<file path="config.mk">
export PLATFORM = sky130hd
export DESIGN_NAME = apb_master_nch
export DESIGN_NICKNAME = d
export VERILOG_FILES = /design/src/rtl/apb_master_pkg.sv /design/src/rtl/apb_tmo_cnt.sv /design/src/rtl/apb_master_nch.sv
export SDC_FILE = /design/constraint.sdc
export NUM_CORES = 1
export LEC_CHECK = 0
export CORE_MARGIN = 3
export CORE_UTILIZATION = 31
export DETAILED_ROUTE_END_ITERATION = 8
export PLACE_DENSITY = 0.68
export REMOVE_ABC_BUFFERS = 1
export SYNTH_ARGS = -nofsm -noshare
export SYNTH_HDL_FRONTEND = slang
export SYNTH_SLANG_ARGS = --single-unit
</file>
<file path="constraint.sdc">
create_clock -name clk -period 2.1 [get_ports clk]
set_clock_uncertainty 0.1 [all_clocks]
set_input_delay 0.21 -clock clk [delete_from_list [all_inputs] [get_ports clk]]
set_output_delay 0.21 -clock clk [all_outputs]
set_load 0.03 [all_outputs]
</file>
<file path="src/rtl/apb_master_pkg.sv">
// Shared types and parameter defaults for the multi-channel APB master.
package apb_master_pkg;

   typedef enum logic [1:0] {
      ST_IDLE   = 2'd0,
      ST_SETUP  = 2'd1,
      ST_ACCESS = 2'd2,
      ST_RESP   = 2'd3
   } apb_state_e;

   localparam int NSLV_DEF = 4;
   localparam int AW_DEF   = 32;
   localparam int DW_DEF   = 32;
   localparam int TMO_DEF  = 255;

endpackage

</file>
<file path="src/rtl/apb_tmo_cnt.sv">
// ACCESS-phase wait counter; expired flags the cycle in which the TMO-th wait would be spent.
module apb_tmo_cnt #(
   parameter int TMO = 255
) (
   input  logic clk,
   input  logic rst_n,
   input  logic clr,
   input  logic inc,
   output logic expired
);

   localparam int CW = (TMO > 0) ? $clog2(TMO + 1) : 1;

   logic [CW-1:0] cnt_q, cnt_d;

   // Saturate so a disabled timeout (TMO=0) never wraps back through zero.
   always_comb begin
      cnt_d = cnt_q;
      if (clr) begin
         cnt_d = '0;
      end else if (inc && (cnt_q != '1)) begin
         cnt_d = cnt_q + CW'(1);
      end
   end

   always_ff @(posedge clk or negedge rst_n) begin
      if (!rst_n) begin
         cnt_q <= '0;
      end else begin
         cnt_q <= cnt_d;
      end
   end

   assign expired = (TMO != 0) && inc && !clr && (cnt_q == CW'(TMO - 1));

endmodule

</file>
<file path="src/rtl/apb_master_nch.sv">
// APB master fanning one command channel out to NSLV slave ports.
//   state  | meaning
//   IDLE   | waiting for a command (cmd_ready when en)
//   SETUP  | psel[sel] high, penable low, one cycle
//   ACCESS | psel/penable[sel] high until pready[sel] or timeout
//   RESP   | rsp_valid high, fields held until rsp_ready
module apb_master_nch
   import apb_master_pkg::*;
#(
   parameter  int NSLV = NSLV_DEF,
   parameter  int AW   = AW_DEF,
   parameter  int DW   = DW_DEF,
   parameter  int TMO  = TMO_DEF,
   localparam int SW   = (NSLV > 1) ? $clog2(NSLV) : 1
) (
   input  logic               clk,
   input  logic               rst_n,
   input  logic               en,
   input  logic               cmd_valid,
   output logic               cmd_ready,
   input  logic               cmd_write,
   input  logic [SW-1:0]      cmd_sel,
   input  logic [AW-1:0]      cmd_addr,
   input  logic [DW-1:0]      cmd_wdata,
   output logic               rsp_valid,
   input  logic               rsp_ready,
   output logic [DW-1:0]      rsp_rdata,
   output logic               rsp_err,
   output logic               rsp_tmo,
   output logic [NSLV-1:0]    psel,
   output logic [NSLV-1:0]    penable,
   output logic               pwrite,
   output logic [AW-1:0]      paddr,
   output logic [DW-1:0]      pwdata,
   input  logic [NSLV*DW-1:0] prdata,
   input  logic [NSLV-1:0]    pready,
   input  logic [NSLV-1:0]    pslverr,
   output logic               busy,
   output logic [1:0]         state_o
);

   apb_state_e    state_q, state_d;
   logic          write_q, write_d;
   logic [SW-1:0] sel_q, sel_d;
   logic [AW-1:0] addr_q, addr_d;
   logic [DW-1:0] wdata_q, wdata_d;
   logic [DW-1:0] rdata_q, rdata_d;
   logic          err_q, err_d;
   logic          tmo_q, tmo_d;

   logic          sel_ready, sel_err, cmd_bad, tmo_expired;
   logic [DW-1:0] sel_rdata;

   // Only the selected slave's handshake is ever looked at.
   always_comb begin
      sel_ready = 1'b0;
      sel_err   = 1'b0;
      sel_rdata = '0;
      psel      = '0;
      penable   = '0;
      for (int i = 0; i < NSLV; i++) begin
         if (sel_q == SW'(i)) begin
            sel_ready  = pready[i];
            sel_err    = pslverr[i];
            sel_rdata  = prdata[i*DW +: DW];
            psel[i]    = (state_q == ST_SETUP) || (state_q == ST_ACCESS);
            penable[i] = (state_q == ST_ACCESS);
         end
      end
   end

   assign cmd_bad = int'(cmd_sel) >= NSLV;

   apb_tmo_cnt #(.TMO(TMO)) u_tmo (
      .clk     (clk),
      .rst_n   (rst_n),
      .clr     (state_q != ST_ACCESS),
      .inc     ((state_q == ST_ACCESS) && !sel_ready),
      .expired (tmo_expired)
   );

   always_comb begin
      state_d = state_q;
      write_d = write_q;
      sel_d   = sel_q;
      addr_d  = addr_q;
      wdata_d = wdata_q;
      rdata_d = rdata_q;
      err_d   = err_q;
      tmo_d   = tmo_q;
      case (state_q)
         ST_IDLE: begin
            if (cmd_valid && cmd_ready) begin
               write_d = cmd_write;
               sel_d   = cmd_sel;
               addr_d  = cmd_addr;
               wdata_d = cmd_wdata;
               rdata_d = '0;
               err_d   = cmd_bad;
               tmo_d   = 1'b0;
               state_d = cmd_bad ? ST_RESP : ST_SETUP;
            end
         end
         ST_SETUP: state_d = ST_ACCESS;
         ST_ACCESS: begin
            // pready takes priority over a timeout landing in the same cycle.
            if (sel_ready) begin
               rdata_d = write_q ? '0 : sel_rdata;
               err_d   = sel_err;
               tmo_d   = 1'b0;
               state_d = ST_RESP;
            end else if (tmo_expired) begin
               rdata_d = '0;
               err_d   = 1'b1;
               tmo_d   = 1'b1;
               state_d = ST_RESP;
            end
         end
         ST_RESP: begin
            if (rsp_ready) state_d = ST_IDLE;
         end
         default: state_d = ST_IDLE;
      endcase
   end

   always_ff @(posedge clk or negedge rst_n) begin
      if (!rst_n) begin
         state_q <= ST_IDLE;
         write_q <= 1'b0;
         sel_q   <= '0;
         addr_q  <= '0;
         wdata_q <= '0;
         rdata_q <= '0;
         err_q   <= 1'b0;
         tmo_q   <= 1'b0;
      end else begin
         state_q <= state_d;
         write_q <= write_d;
         sel_q   <= sel_d;
         addr_q  <= addr_d;
         wdata_q <= wdata_d;
         rdata_q <= rdata_d;
         err_q   <= err_d;
         tmo_q   <= tmo_d;
      end
   end

   assign cmd_ready = en && (state_q == ST_IDLE);
   assign rsp_valid = (state_q == ST_RESP);
   assign rsp_rdata = rdata_q;
   assign rsp_err   = err_q;
   assign rsp_tmo   = tmo_q;
   assign pwrite    = write_q;
   assign paddr     = addr_q;
   assign pwdata    = write_q ? wdata_q : '0;
   assign busy      = (state_q != ST_IDLE);
   assign state_o   = state_q;

endmodule

</file>
======== Word level (Yosys, flattened, before mapping) ========
Cells that the tools add are included.
storage, ports and cells
  bits in registers ....................... 111
  bits of input ports ..................... 208
  output and inout port bits .............. 112
  logic and storage cells ................. 78
cells by class
  add/subtract/negate cells ............... 1
  equality and inequality tests ........... 12
  muxes and demuxes ....................... 39
  reduce and logical (&&, ||, !) cells .... 17
operators by type and width
  cell                                                                      number
  32-bit two-way mux                                                        9
  32-bit one-hot mux with 2 select lines                                    1
  1-bit two-way mux                                                         20
  8-bit two-way mux                                                         2
  8-bit by 1-bit adder with 8-bit output (second input constant)            1
  2-bit == test (second input constant)                                     4
  8-bit == test (second input constant)                                     1
  2-bit two-way mux                                                         4
  8-bit inequality test (second input constant)                             1
  2-bit one-hot mux with 4 select lines                                     1
  1-bit logical AND                                                         6
  3-bit AND reduction                                                       2
  2-bit nonzero test                                                        3
  2-bit by 1-bit == test with 1-bit output (second input constant)          2
  2-bit logical NOT                                                         2
  2-bit inequality test (second input constant)                             2
  1-bit one-hot mux with 2 select lines                                     2
  3-bit inequality test (second input constant)                             1
  1-bit logical NOT                                                         2
  2-bit by 1-bit inequality test with 1-bit output (second input constant)  1
  2-bit AND reduction                                                       1
  1-bit logical OR                                                          1

======== Longest topological paths before layout ========
  depth after elaboration ................. 12
  depth in mapped cells ................... 8
  mapped depth without buffers ............ 6

======== Cells and area by module ========
A second synthesis with hierarchy kept.
unflattened totals
  cell total of the unflattened synthesis .. 384
  area, all modules ....................... 5489.0 µm²
modules (own cells, without submodules)
  module          instances  cells an instance  area an instance (µm²)  seq. area each (µm²)
  apb_master_nch  1          331                5001.0                  2577.5
  apb_tmo_cnt     1          53                 488.0                   200.2

======== Least setup slack after synthesis ========
OpenSTA, ideal clock, no wires.
  kind .................................... flip-flop to flip-flop
  from .................................... reg state_q[0], in the netlist state_o[0]
  to ...................................... reg state_q[1], in the netlist state_o[1]
  setup time .............................. 0.125 ns
  arrival time ............................ 1.982 ns
  required time ........................... 1.875 ns
  slack ................................... -0.107 ns
  cell stages (with the launch flop) ...... 8
  buffers on the path ..................... 1
  clock period less this slack ............ 2.207 ns
  cells stage by stage .................... dfrtp_1 inv_1 ha_1 nand2_1 o22a_1 buf_2 o221ai_1 mux2_2
on the way
  word-level cells in the longest chain between the ends .. 6
  elaborated cells between the ends (all ways) .. 16
  those cells by class .................... eq/ne: 7; mux: 1; reduce/logical: 8
RTL lines
  item                                                           RTL line                                                          source
  from (decl)                                                    apb_master_nch.sv:42                                              apb_state_e state_q, state_d;
  from (signal assigned)                                         apb_master_nch.sv:137                                             state_q <= state_d;
  2-bit == test / 2-bit inequality test (equally long branches)  apb_master_nch.sv:78, apb_master_nch.sv:91, apb_master_nch.sv:77
  1-bit logical AND / 1-bit logical NOT (equally long branches)  apb_master_nch.sv:78, apb_tmo_cnt.sv:34
  1-bit logical AND (2 in series)                                apb_tmo_cnt.sv:34                                                 assign expired = (TMO != 0) && inc && !clr && (cnt_q == CW'(TMO - 1));
  3-bit inequality test (no source line)                         n/a
  3-bit AND reduction (no source line)                           n/a
Parallel ways exist; a longest one is shown, timed or not.
A chain may end at the register's enable or synchronous reset.

======== Worst setup path in the final report ========
  from .................................... reg sel_q[0]
  to ...................................... reg rdata_q[2], in the netlist rsp_rdata[2]
on the way
  word-level cells in the longest chain between the ends .. 11
  elaborated cells between the ends (all ways) .. 21
  those cells by class .................... eq/ne: 4; mux: 11; reduce/logical: 6
RTL lines
  item                                    RTL line               source
  from (decl)                             apb_master_nch.sv:44   logic [SW-1:0] sel_q, sel_d;
  from (signal assigned)                  apb_master_nch.sv:139  sel_q <= sel_d;
  2-bit logical NOT                       apb_master_nch.sv:62   if (sel_q == SW'(i)) begin
  1-bit two-way mux (4 in series)         apb_master_nch.sv:62
  1-bit logical NOT                       apb_master_nch.sv:78   .inc ((state_q == ST_ACCESS) && !sel_ready),
  1-bit logical AND                       apb_master_nch.sv:78
  1-bit logical AND (2 in series)         apb_tmo_cnt.sv:34
  3-bit inequality test (no source line)  n/a
  3-bit AND reduction (no source line)    n/a
  to (signal assigned)                    apb_master_nch.sv:142  rdata_q <= rdata_d;
  to (decl)                               apb_master_nch.sv:47   logic [DW-1:0] rdata_q, rdata_d;
Parallel ways exist; a longest one is shown, timed or not.

==> qor.txt <==
Antenna violations before repair -> 0
Combinational family with the most area after synthesis -> multiplexers
Fin nets -> 959
Clock transition at the registers of the reported paths -> 70 ps
Synth area leaders -> dfrtp_1 (47%), mux2_2 (14%), mux4_2 (13%)
DRC -> 0
GRT Util Overall -> 0.1611
Max Cap Viol -> 0
Via density -> 4.683
Fillers -> 1,533
Static leakage -> 4.175 nW
Port Buffers -> 319
Post-synthesis simple-gate area fraction -> 0.1040
Netlist cell types -> 36
Syn-to-layout area delta -> 68.19%
GR Overflow Total -> 0
Initial core utilization -> 0.3202
Post-synth EDFFs -> 0
Final period utilization -> 0.9664
Die area -> 20,550 sq um
Synth Warn # -> 0
Synth Area in XOR/XNOR -> 0.002995
Max-slew violations -> 0
Routed via count -> 4,585
Run status -> finished clean
Crit path launch type -> register
Die width -> 143.4 microns
Dpl cells -> 960
Vias in the first global route -> 5,063
Main synth FF type -> dfrtp_1
Routability congestion estimate -> 0.7710
DP Wirelength -> 13,950 microns
TritonRoute pass-1 iters -> 4
Synth Area in Compound Gates -> 0.01882
Endpoint class of the critical path -> register
Register bit total from synthesis -> 111
Clock Sinks -> 111
Clock root buffer -> clkbuf_16
Synth Area in Adders -> 0.01283
Final setup fails -> 0
Synth top cells by count -> dfrtp_1 (111), mux2_2 (72), and2_1 (34), mux4_2 (34), nor2b_1 (33)
Core ar. -> 18,270 sq um
Syn_area_per_cell -> 14.03 sq um
Share of cells above drive strength 1 -> 0.2613
Share of the synthesized area in the top cell type -> 0.4749
CP required -> 2230 ps
Ant diodes -> 0
Tot Pwr -> 14.08 mW
RSZ-0062 raised after global routing -> no
Max Clock Freq -> 0.4927 GHz
# H-tree levels -> 3
Hold slack -> 301.6 ps
WS Path Type -> reg -> reg
Drt total wl -> 17,210 microns
Hold Crit Class -> in -> async
Clock Path Buffers -> 2
Largest net degree at the start of global routing -> 68
Max_slew headroom -> 0.6252
CTS tree -> built
Area leader, netlist -> dfrtp_1
Synthesized cell area -> 5849 sq um
VDD IR max -> 0.0006190 V
Number of buffers created by CTS -> 9
Boundary Pins -> 320
First-pass GRT wire length -> 25,880 microns
Post-Synthesis Cells -> 417
Most common cell in the netlist -> dfrtp_1
Final count of hold timing violations -> 0
First DRT Iteration DRCs -> 158
Measured slew at the worst slew-check pin -> 562.3 ps
Skew-Pair Late Insertion Delay -> 350 ps
Crit-path max FO -> 28
Register area share after synthesis -> 0.4749
Core Rows -> 49
CP Data Arrival Time -> 2160 ps
Chip height -> 143.4 microns
Post-synthesis mux area share -> 0.3519
Post-synth ARST share -> 1.000
Post-Layout Cell Count -> 979
Post-DR wirelength/cell -> 17.58 microns
Routed Antenna Nets -> 0
Period minus WS final -> 2030 ps
Power Dens Cells -> 1431 nW/um^2
## metal layers
| metal | global-route usage | up-vias | routed length (microns) |
|---|---|---|---|
| met1 | 0.1855 | 2207 | 6648 |
| met5 | 0 | - | 0 |
| met3 | 0.04093 | 16 | 1340 |
| met4 | 0.04757 | 0 | 271 |
| met2 | 0.2946 | 214 | 8950 |
| li1 | - | 2148 | - |
## kinds of logic after synthesis
| group | count (synthesis) |
|---|---|
| buf+inv | 41 |
| xor+xnor | 2 |
| flops | 111 |
| mux | 139 |
| compound gates | 16 |
| simple gates | 102 |
| fa+ha+maj | 6 |
## registers in the layout (all words and copies together) (netlist names)
name,count
paddr,32
rsp_rdata,32
rsp_err,1
state_o,2
wdata_q,32
rsp_tmo,1
u_tmo.cnt_q,8
pwrite,1
sel_q,2
## through the flow
step	TNS [ps]	utilization	worst slack (ps)	area [sq um]
after floorplan	-187820	-	-2623	5695
after global placement	-2437	0.5182	-83.83	9468
after detailed placement	-1828	0.5182	-72.53	9468
after CTS	0	0.5373	5.059	9817
after global routing	0	0.5385	3.713	9838
final	0	0.5385	70.48	9838
## final cells by class
class | count | area [sq um] | share of cell area
Sequential cell | 111 | 2779 | 0.2825
Timing Repair Buffer | 345 | 3472 | 0.3529
Inverter | 13 | 48.80 | 0.004960
Multi-Input combinational cell | 265 | 2898 | 0.2945
Tap cell | 229 | 286.5 | 0.02912
Clock buffer | 10 | 239.0 | 0.02429
Clock inverter | 6 | 115.1 | 0.01170
## power by group
part	switching (mW)	total, mW	internal [mW]
sequential	0.554	3.66	3.11
clock	0.780	1.98	1.21
combinational	4.17	8.43	4.26
total	5.51	14.1	8.57
## layout by cell type, fill, tap and decap left out, types with 2 or more instances in the layout
| cell type | netlist | final |
|---|---|---|
| and2_1 | 34 | 34 |
| and3_1 | 6 | 6 |
| buf_12 | 0 | 10 |
| buf_4 | 0 | 23 |
| bufinv_16 | 0 | 3 |
| clkbuf_16 | 0 | 9 |
| clkdlybuf4s15_2 | 0 | 2 |
| clkdlybuf4s50_1 | 0 | 281 |
| dfrtp_1 | 111 | 110 |
| dlygate4sd2_1 | 0 | 23 |
| dlymetal6s2s_1 | 0 | 3 |
| ha_1 | 6 | 4 |
| inv_1 | 13 | 12 |
| mux2_2 | 72 | 72 |
| mux2_4 | 30 | 30 |
| mux2i_1 | 2 | 2 |
| mux4_2 | 34 | 34 |
| nand2_1 | 7 | 7 |
| nand2b_1 | 2 | 2 |
| nand3_1 | 5 | 4 |
| nor2_1 | 7 | 7 |
| nor2b_1 | 33 | 33 |
| o21ai_0 | 3 | 2 |
| o21ai_1 | 1 | 2 |
| o221ai_1 | 4 | 4 |
| o22ai_1 | 3 | 3 |
| or4_1 | 2 | 2 |
| xnor2_1 | 2 | 2 |
## critical path, cell delays in order, from the launching register on
cell     delay [ps]
dfrtp_2         460
mux2_1          330
o22a_1          240
o21a_2          260
buf_12          180
mux2_4          320
## timing repair
item                                    CTS  global route
pin swaps                                 0             0
endpoints found under the setup margin   54            41
hold endpoints to repair                 36             0
hold buffers                              1             0
buffers inserted                          0             2
resized for setup                        35             9
## path summary, 6_finish.rpt
| check | cells after the start | slack (ps) | endpoint | from |
|---|---|---|---|---|
| max | 5 | 70 | rsp_rdata[2] | sel_q[0] |
| min | 2 | 300 | wdata_q[1] | rst_n |
| max reg2reg | 5 | 70 | rsp_rdata[2] | sel_q[0] |
| min reg2reg | 1 | 400 | wdata_q[31] | wdata_q[31] |
| max in group asynchronous | 3 | 920 | paddr[1] | rst_n |
| min in group clk | 2 | 370 | wdata_q[1] | cmd_wdata[1] |
Power figures use the tool's default switching activity.
